### src/rtl/bootloader_if.sv
// rtl/bootloader_if.sv - bootload handshake and bus bundle between rx source, bootloader and control
interface bootloader_if #(
    parameter int DATA_W = 8
);
    logic              boot_start;
    logic [DATA_W-1:0] rx_data;
    logic              rx_valid;
    logic              rx_ready;
    logic              bootload_address;
    logic              bootload_ram;
    logic [DATA_W-1:0] boot_bus;
    logic              cpu_hold;
    logic              boot_done;
    logic              boot_error;

    // Image source side: offers start requests and bytes, observes the bootloader.
    modport master (
        output boot_start,
        output rx_data,
        output rx_valid,
        input  rx_ready,
        input  bootload_address,
        input  bootload_ram,
        input  boot_bus,
        input  cpu_hold,
        input  boot_done,
        input  boot_error
    );

    // Bootloader side: consumes bytes, drives the bus strobes and CPU hold.
    modport slave (
        input  boot_start,
        input  rx_data,
        input  rx_valid,
        output rx_ready,
        output bootload_address,
        output bootload_ram,
        output boot_bus,
        output cpu_hold,
        output boot_done,
        output boot_error
    );
endinterface

### src/rtl/bootloader.sv
// rtl/bootloader.sv - byte-stream image loader writing RAM via the shared bus; optional checksum via BOOTLOADER_CHECKSUM_EN
module bootloader #(
    parameter int ADDR_W = 4,
    parameter int DATA_W = 8
) (
    input  logic       clk,
    input  logic       rst,
    bootloader_if.slave bl
);

    localparam int unsigned MAX_LEN = 32'd1 << ADDR_W;

    typedef enum logic [2:0] {
        S_IDLE,
        S_LEN,
        S_WAIT_BYTE,
        S_ADDR,
        S_DATA,
        S_CSUM,
        S_DONE,
        S_ERR
    } state_t;

    state_t            state_q;
    logic [ADDR_W-1:0] addr_q;
    logic [ADDR_W:0]   remain_q;
    logic [DATA_W-1:0] byte_q;
    logic              rx_ready_q;
    logic              addr_stb_q;
    logic              ram_stb_q;
    logic [DATA_W-1:0] boot_bus_q;
    logic              cpu_hold_q;
    logic              boot_done_q;
    logic              boot_error_q;
`ifdef BOOTLOADER_CHECKSUM_EN
    logic [DATA_W-1:0] sum_q;
`endif

    logic rx_fire;
    logic len_ok;
    logic last_byte;

    // Handshake and length qualification; rx_ready_q is only ever high in byte-accepting states.
    always_comb begin
        rx_fire   = bl.rx_valid & rx_ready_q;
        len_ok    = (bl.rx_data != '0) && (32'(bl.rx_data) <= MAX_LEN);
        last_byte = (remain_q == (ADDR_W + 1)'(1));
    end

    // Load sequencer; every output is a register updated together with the state it belongs to.
    always_ff @(posedge clk or posedge rst) begin
        if (rst) begin
            state_q      <= S_IDLE;
            addr_q       <= '0;
            remain_q     <= '0;
            byte_q       <= '0;
            rx_ready_q   <= 1'b0;
            addr_stb_q   <= 1'b0;
            ram_stb_q    <= 1'b0;
            boot_bus_q   <= '0;
            cpu_hold_q   <= 1'b0;
            boot_done_q  <= 1'b0;
            boot_error_q <= 1'b0;
`ifdef BOOTLOADER_CHECKSUM_EN
            sum_q        <= '0;
`endif
        end else begin
            // Strobes and the done pulse last exactly one cycle unless re-armed below.
            addr_stb_q  <= 1'b0;
            ram_stb_q   <= 1'b0;
            boot_bus_q  <= '0;
            boot_done_q <= 1'b0;

            case (state_q)
                S_IDLE: begin
                    if (bl.boot_start) begin
                        state_q      <= S_LEN;
                        cpu_hold_q   <= 1'b1;
                        boot_error_q <= 1'b0;
                        addr_q       <= '0;
                        rx_ready_q   <= 1'b1;
                    end
                end

                S_LEN: begin
`ifdef BOOTLOADER_CHECKSUM_EN
                    sum_q <= '0;
`endif
                    if (rx_fire) begin
                        if (len_ok) begin
                            remain_q <= (ADDR_W + 1)'(bl.rx_data);
                            state_q  <= S_WAIT_BYTE;
                        end else begin
                            rx_ready_q   <= 1'b0;
                            boot_error_q <= 1'b1;
                            state_q      <= S_ERR;
                        end
                    end
                end

                S_WAIT_BYTE: begin
                    if (rx_fire) begin
                        byte_q     <= bl.rx_data;
                        rx_ready_q <= 1'b0;
                        addr_stb_q <= 1'b1;
                        boot_bus_q <= DATA_W'(addr_q);
                        state_q    <= S_ADDR;
                    end
                end

                S_ADDR: begin
                    ram_stb_q  <= 1'b1;
                    boot_bus_q <= byte_q;
                    state_q    <= S_DATA;
                end

                S_DATA: begin
                    // The address may roll over after the final byte of a full-size image; it is
                    // reloaded at the next start, so no wrap is ever visible on the bus.
                    addr_q   <= addr_q + ADDR_W'(1);
                    remain_q <= remain_q - (ADDR_W + 1)'(1);
`ifdef BOOTLOADER_CHECKSUM_EN
                    sum_q    <= sum_q + byte_q;
`endif
                    if (last_byte) begin
`ifdef BOOTLOADER_CHECKSUM_EN
                        rx_ready_q <= 1'b1;
                        state_q    <= S_CSUM;
`else
                        boot_done_q <= 1'b1;
                        cpu_hold_q  <= 1'b0;
                        state_q     <= S_DONE;
`endif
                    end else begin
                        rx_ready_q <= 1'b1;
                        state_q    <= S_WAIT_BYTE;
                    end
                end

`ifdef BOOTLOADER_CHECKSUM_EN
                S_CSUM: begin
                    if (rx_fire) begin
                        rx_ready_q <= 1'b0;
                        if (bl.rx_data == sum_q) begin
                            boot_done_q <= 1'b1;
                            cpu_hold_q  <= 1'b0;
                            state_q     <= S_DONE;
                        end else begin
                            boot_error_q <= 1'b1;
                            state_q      <= S_ERR;
                        end
                    end
                end
`endif

                S_DONE: begin
                    state_q <= S_IDLE;
                end

                // The CPU stays held after a bad image until a later good load releases it.
                S_ERR: begin
                    state_q <= S_IDLE;
                end

                default: begin
                    rx_ready_q <= 1'b0;
                    state_q    <= S_IDLE;
                end
            endcase
        end
    end

    assign bl.rx_ready         = rx_ready_q;
    assign bl.bootload_address = addr_stb_q;
    assign bl.bootload_ram     = ram_stb_q;
    assign bl.boot_bus         = boot_bus_q;
    assign bl.cpu_hold         = cpu_hold_q;
    assign bl.boot_done        = boot_done_q;
    assign bl.boot_error       = boot_error_q;

endmodule

### src/flat_wrapper.sv
// flat-port wrapper written by rule: the top's interface ports become plain ports
module bootloader_flat 
#(
    parameter int ADDR_W = 4,
    parameter int DATA_W = 8
)
  (clk, rst, bl_boot_start, bl_rx_data, bl_rx_valid, bl_rx_ready, bl_bootload_address, bl_bootload_ram, bl_boot_bus, bl_cpu_hold, bl_boot_done, bl_boot_error);
  bootloader_if #(.DATA_W(DATA_W)) bl_i ();
  input  logic clk;
  input  logic rst;
  input wire logic [$bits(bl_i.boot_start)-1:0] bl_boot_start;
  input wire logic [$bits(bl_i.rx_data)-1:0] bl_rx_data;
  input wire logic [$bits(bl_i.rx_valid)-1:0] bl_rx_valid;
  output wire logic [$bits(bl_i.rx_ready)-1:0] bl_rx_ready;
  output wire logic [$bits(bl_i.bootload_address)-1:0] bl_bootload_address;
  output wire logic [$bits(bl_i.bootload_ram)-1:0] bl_bootload_ram;
  output wire logic [$bits(bl_i.boot_bus)-1:0] bl_boot_bus;
  output wire logic [$bits(bl_i.cpu_hold)-1:0] bl_cpu_hold;
  output wire logic [$bits(bl_i.boot_done)-1:0] bl_boot_done;
  output wire logic [$bits(bl_i.boot_error)-1:0] bl_boot_error;
  assign bl_i.boot_start = bl_boot_start;
  assign bl_i.rx_data = bl_rx_data;
  assign bl_i.rx_valid = bl_rx_valid;
  assign bl_rx_ready = bl_i.rx_ready;
  assign bl_bootload_address = bl_i.bootload_address;
  assign bl_bootload_ram = bl_i.bootload_ram;
  assign bl_boot_bus = bl_i.boot_bus;
  assign bl_cpu_hold = bl_i.cpu_hold;
  assign bl_boot_done = bl_i.boot_done;
  assign bl_boot_error = bl_i.boot_error;
  bootloader #(.ADDR_W(ADDR_W), .DATA_W(DATA_W)) u_core (.clk(clk), .rst(rst), .bl(bl_i));
endmodule
### config.mk
export PLATFORM = sky130hd
export DESIGN_NAME = bootloader_flat
export DESIGN_NICKNAME = d
export VERILOG_FILES = /design/src/rtl/bootloader_if.sv /design/src/rtl/bootloader.sv /design/src/flat_wrapper.sv
export SDC_FILE = /design/constraint.sdc
export NUM_CORES = 1
export LEC_CHECK = 0
export CAP_MARGIN = 10
export CORE_ASPECT_RATIO = 1.4
export CORE_UTILIZATION = 40
export DETAILED_ROUTE_END_ITERATION = 8
export PLACE_DENSITY = 0.68
export SLEW_MARGIN = 30
export SYNTH_ARGS = -nofsm -noshare
export SYNTH_HDL_FRONTEND = slang
export SYNTH_SLANG_ARGS = --single-unit
### constraint.sdc
create_clock -name clk -period 1.9 [get_ports clk]
set_input_delay 0.19 -clock clk [delete_from_list [all_inputs] [get_ports clk]]
set_output_delay 0.19 -clock clk [all_outputs]
set_load 0.005 [all_outputs]
* Word level (Yosys, flattened, before mapping)
Cells that the tools add are included.
Storage, ports and cells: flip-flop bits (word level) 34, word-level logic and storage cells 74, output and inout bits 14, input port bits 12
Operators by class: bitwise gates (word level) 2, multiplexer cells 30, equal/unequal tests 14, reductions and logical operators 14, magnitude comparators 1, add/sub/neg operators 2
Operators with widths (number):
- case mux 8 bit (2 select lines) | 1
- 2-to-1 mux 3 bit | 5
- case mux 3 bit (5 select lines) | 1
- 2-to-1 mux 1 bit | 14
- 2-to-1 mux 5 bit | 2
- case mux 5 bit (2 select lines) | 1
- == test 3 bit, second input constant | 3
- AND reduction 3 bit | 3
- <= comparator 8 x 5 -> 1 bit, second input constant | 1
- 2-to-1 mux 4 bit | 2
- inequality test 2 x 1 -> 1 bit, second input constant | 4
- case mux 4 bit (2 select lines) | 1
- nonzero test 8 bit | 1
- == test 3 x 2 -> 1 bit, second input constant | 2
- inequality test 2 bit, second input constant | 3
- AND reduction 6 bit | 1
- nonzero test 2 bit | 3
- == test 5 x 1 -> 1 bit, second input constant | 1
- case mux 1 bit (5 select lines) | 1
- subtractor 5 x 1 -> 5 bit, second input constant | 1
- adder 4 x 1 -> 4 bit, second input constant | 1
- case mux 1 bit (2 select lines) | 2
- AND reduction 2 bit | 2
- AND reduction 4 bit | 1
- other kinds (6) | 6

* Logic depth before layout (Yosys ltp)
depth in word-level cells 5, gate-level depth with buffers 5

* Least setup slack after synthesis
OpenSTA, ideal clock, no wires.
kind register -> register, start point register u_core.state_q[0], end point register u_core.byte_q[0], clock period less this slack 1.498 ns, arrival 1.373 ns, library setup time 0.125 ns, cell stages (with the launch flop) 5, buffers on the path 2, setup slack 0.402 ns, path through dfrtp_1 buf_2 nor4_4 buf_4 mux2_2
On the way: longest elaborated chain between the ends 2
Ends and longest elaborated chain:
- start: declaration | line bootloader.sv:24 | state_t state_q;
- start signal: assignment | line bootloader.sv:53 | state_q <= S_IDLE;
- start signal: assignment | line bootloader.sv:77 | state_q <= S_LEN;
- start signal: assignment | line bootloader.sv:92 | state_q <= S_WAIT_BYTE;
- == test 3 x 2 -> 1 bit | line bootloader.sv:74 | case (state_q)
- AND reduction 2 bit (no line)
- end signal: assignment | line bootloader.sv:103 | byte_q <= bl.rx_data;
- end: declaration | line bootloader.sv:27 | logic [DATA_W-1:0] byte_q;
No other way between the ends. A chain may end at the register's enable or synchronous reset.

* Final worst setup path
start point input port bl_rx_data[0], end point register u_core.remain_q[1]
On the way: longest elaborated chain between the ends 4, elaborated cells between the ends (all ways) 5, those cells by class order compare (1); eq/ne (1); reduce/logical (3)
Ends and longest elaborated chain:
- start: declaration | line flat_wrapper.sv:12 | input wire logic [$bits(bl_i.rx_data)-1:0] bl_rx_data;
- <= comparator 8 x 5 -> 1 bit / nonzero test 8 bit (equally long branches) | line bootloader.sv:46 | len_ok = (bl.rx_data != '0) && (32'(bl.rx_data) <= MAX_LEN);
- logical AND 1 bit * | line bootloader.sv:46
- inequality test 2 x 1 -> 1 bit (no line) *
- AND reduction 3 bit (no line) *
- end signal: assignment | line bootloader.sv:91 | remain_q <= (ADDR_W + 1)'(bl.rx_data);
- end signal: assignment | line bootloader.sv:121 | remain_q <= remain_q - (ADDR_W + 1)'(1);
- end: declaration | line bootloader.sv:26 | logic [ADDR_W:0] remain_q;
Mark *: on every way between the ends. The rest lies on a longest branch, timed or not.

==> results.json <==
{
  "final_cell_mix": "dfrtp_1, clkdlybuf4s50_1, buf_4, nand2_1, mux2_2",
  "critical_path_required_ns": 2.13,
  "rsz0062_at_grt": "false",
  "dpl_worst_slack_ns": -0.187,
  "worstSetupEndpointType": "register",
  "fin_skew_ns": 0.00716,
  "io_pins": 26,
  "insertion_delay_ns": 0.29,
  "n_fill_cell": 339,
  "ys_warn_count": 0,
  "relSlewSlack_pct": 56.8,
  "die_x_um": 55.9,
  "setup_ws_ns": 0.101,
  "dr.pass1.iters": 4,
  "ys_async_sr_fraction_pct": 100,
  "grt_pass1_vias": 1264,
  "cp_max_fo": 7,
  "worst-path-buf-inv": 2,
  "dp_hpwl_mm": 2.60,
  "drc": 0,
  "place_inst": 222,
  "period_share_pct": 94.7,
  "syn_avg_cell_area_um2": 11.3,
  "crit_chain": "clkdlybuf4s50_1 -> nor4_2 -> mux2i_4 -> buf_4 -> mux2_2 -> nand2_1",
  "netlist_instances": 144,
  "grt_overflow": 0,
  "grt_use_total_pct": 18.3,
  "area_growth_pct": 32.3,
  "antenna_found_initial": 0,
  "synth_nets": 159,
  "die_area_um2": 4330,
  "maxCapViolCount": 0,
  "r2r-start": "u_core.state_q[1]$_DFFE_PP0P_",
  "cts_root_buf": "clkbuf_8",
  "slowest_stage": "nor4_2",
  "hold_viol": 0,
  "wl_mm": 3.58,
  "yosysSeqAreaShare_pct": 52.3,
  "ir_worst_vdd_mv": 0.835,
  "hp-class": "in -> async",
  "regToRegEndpoint": "u_core.byte_q[7]$_DFFE_PP0P_",
  "grt_first_pass_wirelength_mm": 6.07,
  "cts_tree": "done",
  "grt_max_degree": 35,
  "wire_per_inst_um": 15.5,
  "gp_congestion": 0.778,
  "synth-edff-count": 0,
  "start_util_pct": 41.5,
  "antenna_cells": 0,
  "cts_max_path_buffers": 2,
  "final_cells": 231,
  "num_rows": 27,
  "io_buffer_count": 25,
  "power.static_leakage_nw": 0.984,
  "multi_input_area_um2": 727,
  "reg2reg_slack_ns": 0.22,
  "path_depth": 6,
  "crit_path_start_kind": "primary input",
  "cts_buffers": 5,
  "powerDensity_nw_per_um2": 1260,
  "arrival_ns": 2.03,
  "yosys_most_used_dff": "dfrtp_1",
  "vias": 1266,
  "max_stage_delay_ns": 0.45,
  "maxSlewViolCount": 0,
  "cts_htree_levels": 2,
  "path_class": "in -> reg",
  "ys_ff_latch": 34,
  "setup_viol": 0,
  "drive_above_1_share_pct": 24.5,
  "crit_family": "multiplexers",
  "first_iter_violations": 35,
  "rr_worst_depth": 4,
  "fin_nets": 202,
  "final_common_cell": "dfrtp_1",
  "die_h_um": 77.5,
  "synth_cell_types": 40,
  "vias_per_cell": 5.48,
  "post-route-min-period_ns": 1.80,
  "fmax_mhz": 556,
  "synth_area_um2": 1630,
  "seq_area_um2": 851,
  "core_area_um2": 3920,
  "ant_nets": 0,
  "whs_ns": 0.278,
  "clkTransAtPathRegs_ns": 0.08,
  "worstMarginPinSlew_ns": 0.641,
  "status": "completed",
  "setup-tns-final_ns": 0,
  "clock-sinks": 34
}
tightest hold or removal path, cell delays in order:
cell and delay (ns):
clkdlybuf4s50_1 0.39, inv_1 0.05, buf_4 0.38
state kept, by name, summed over array words and instances (netlist names), 3 cells and up:
register	flops
u_core.bl.boot_bus	8
u_core.state_q	3
u_core.remain_q	5
u_core.byte_q	8
u_core.addr_q	4
kinds of logic after synthesis:
kind of cell / share of synthesized area [%]
and+or+nand+nor: 18.4
DFF: 52.3
AOI/OAI and AO/OA: 13.1
muxes: 10.3
buffers and inverters: 3.61
adders and majority gates: 2.31
area by class of cell:
type | count | share of cell area (%)
multi-input cells | 97 | 33.8
repair buffers | 43 | 17.9
inverters | 6 | 1.05
flip-flops and latches | 34 | 39.5
well taps | 43 | 2.50
clock inverters | 3 | 2.09
clock buffers | 5 | 3.20
Yosys cell counts (2+ instances only):
master     n  area share, %
a21oi_1    6            1.8
a22o_1     7            3.8
a31oi_1    3            1.2
and2_0     2           0.77
and3_1     5            1.9
buf_2      2           0.61
buf_4      2           0.92
clkbuf_1   3           0.69
dfrtp_1   34             52
ha_1       3            2.3
inv_1      6            1.4
mux2_2    11            7.6
mux2i_1    3            1.8
nand2_1   13            3.0
nand3_1    6            1.8
nand4_1    2           0.77
nor2_1     7            1.6
nor3_1     2           0.61
o21ai_0    5            1.5
o31ai_1    2           0.92
per-layer routing:
layer	wire, µm	GRT usage, %	vias up
met1	1510	21.8	617
met3	117	3.67	9
met4	94	9.02	0
li1	-	-	611
met5	0	0	-
met2	1850	31.2	29
worst max-delay path by stage:
stage,start,end,slack (ns)
after floorplan,u_core.state_q[0]$_DFFE_PP0P_,u_core.byte_q[0]$_DFFE_PP0P_,0.40
after global placement,bl_rx_data[0],u_core.state_q[0]$_DFFE_PP0P_,-0.1
after detailed placement,bl_rx_data[0],u_core.state_q[0]$_DFFE_PP0P_,-0.19
after CTS,bl_rx_data[0],u_core.state_q[0]$_DFFE_PP0P_,0.11
after global routing,bl_rx_data[0],u_core.state_q[0]$_DFFE_PP0P_,0.03
final,bl_rx_data[0],u_core.remain_q[1]$_DFFE_PP0P_,0.10
metrics by stage:
| step | utilization (%) | cell area (µm²) | power (mW) |
|---|---|---|---|
| after floorplan | - | 1630 | 1.67 |
| after detailed placement | 51.6 | 2020 | 2.04 |
| after CTS | 54.5 | 2140 | 2.73 |
| after global routing | 54.9 | 2150 | 2.88 |
| final | 54.9 | 2150 | 2.71 |
| after global placement | 51.6 | 2020 | 2.00 |
where the power goes:
part | total, mW | internal, mW | switching, mW
Clock | 0.680 | 0.390 | 0.290
Sequential | 1.15 | 0.930 | 0.220
Combinational | 0.881 | 0.488 | 0.393
Total | 2.71 | 1.81 | 0.902
what timing repair did:
| item | 4_1_cts | 5_1_grt |
|---|---|---|
| buffers inserted | 0 | 1 |
| gates resized for setup | 0 | 1 |
| hold endpoints to repair | 0 | 0 |
| hold buffers | 0 | 0 |
| endpoints found under the setup margin | 0 | 1 |
Power figures use the tool's default switching activity.
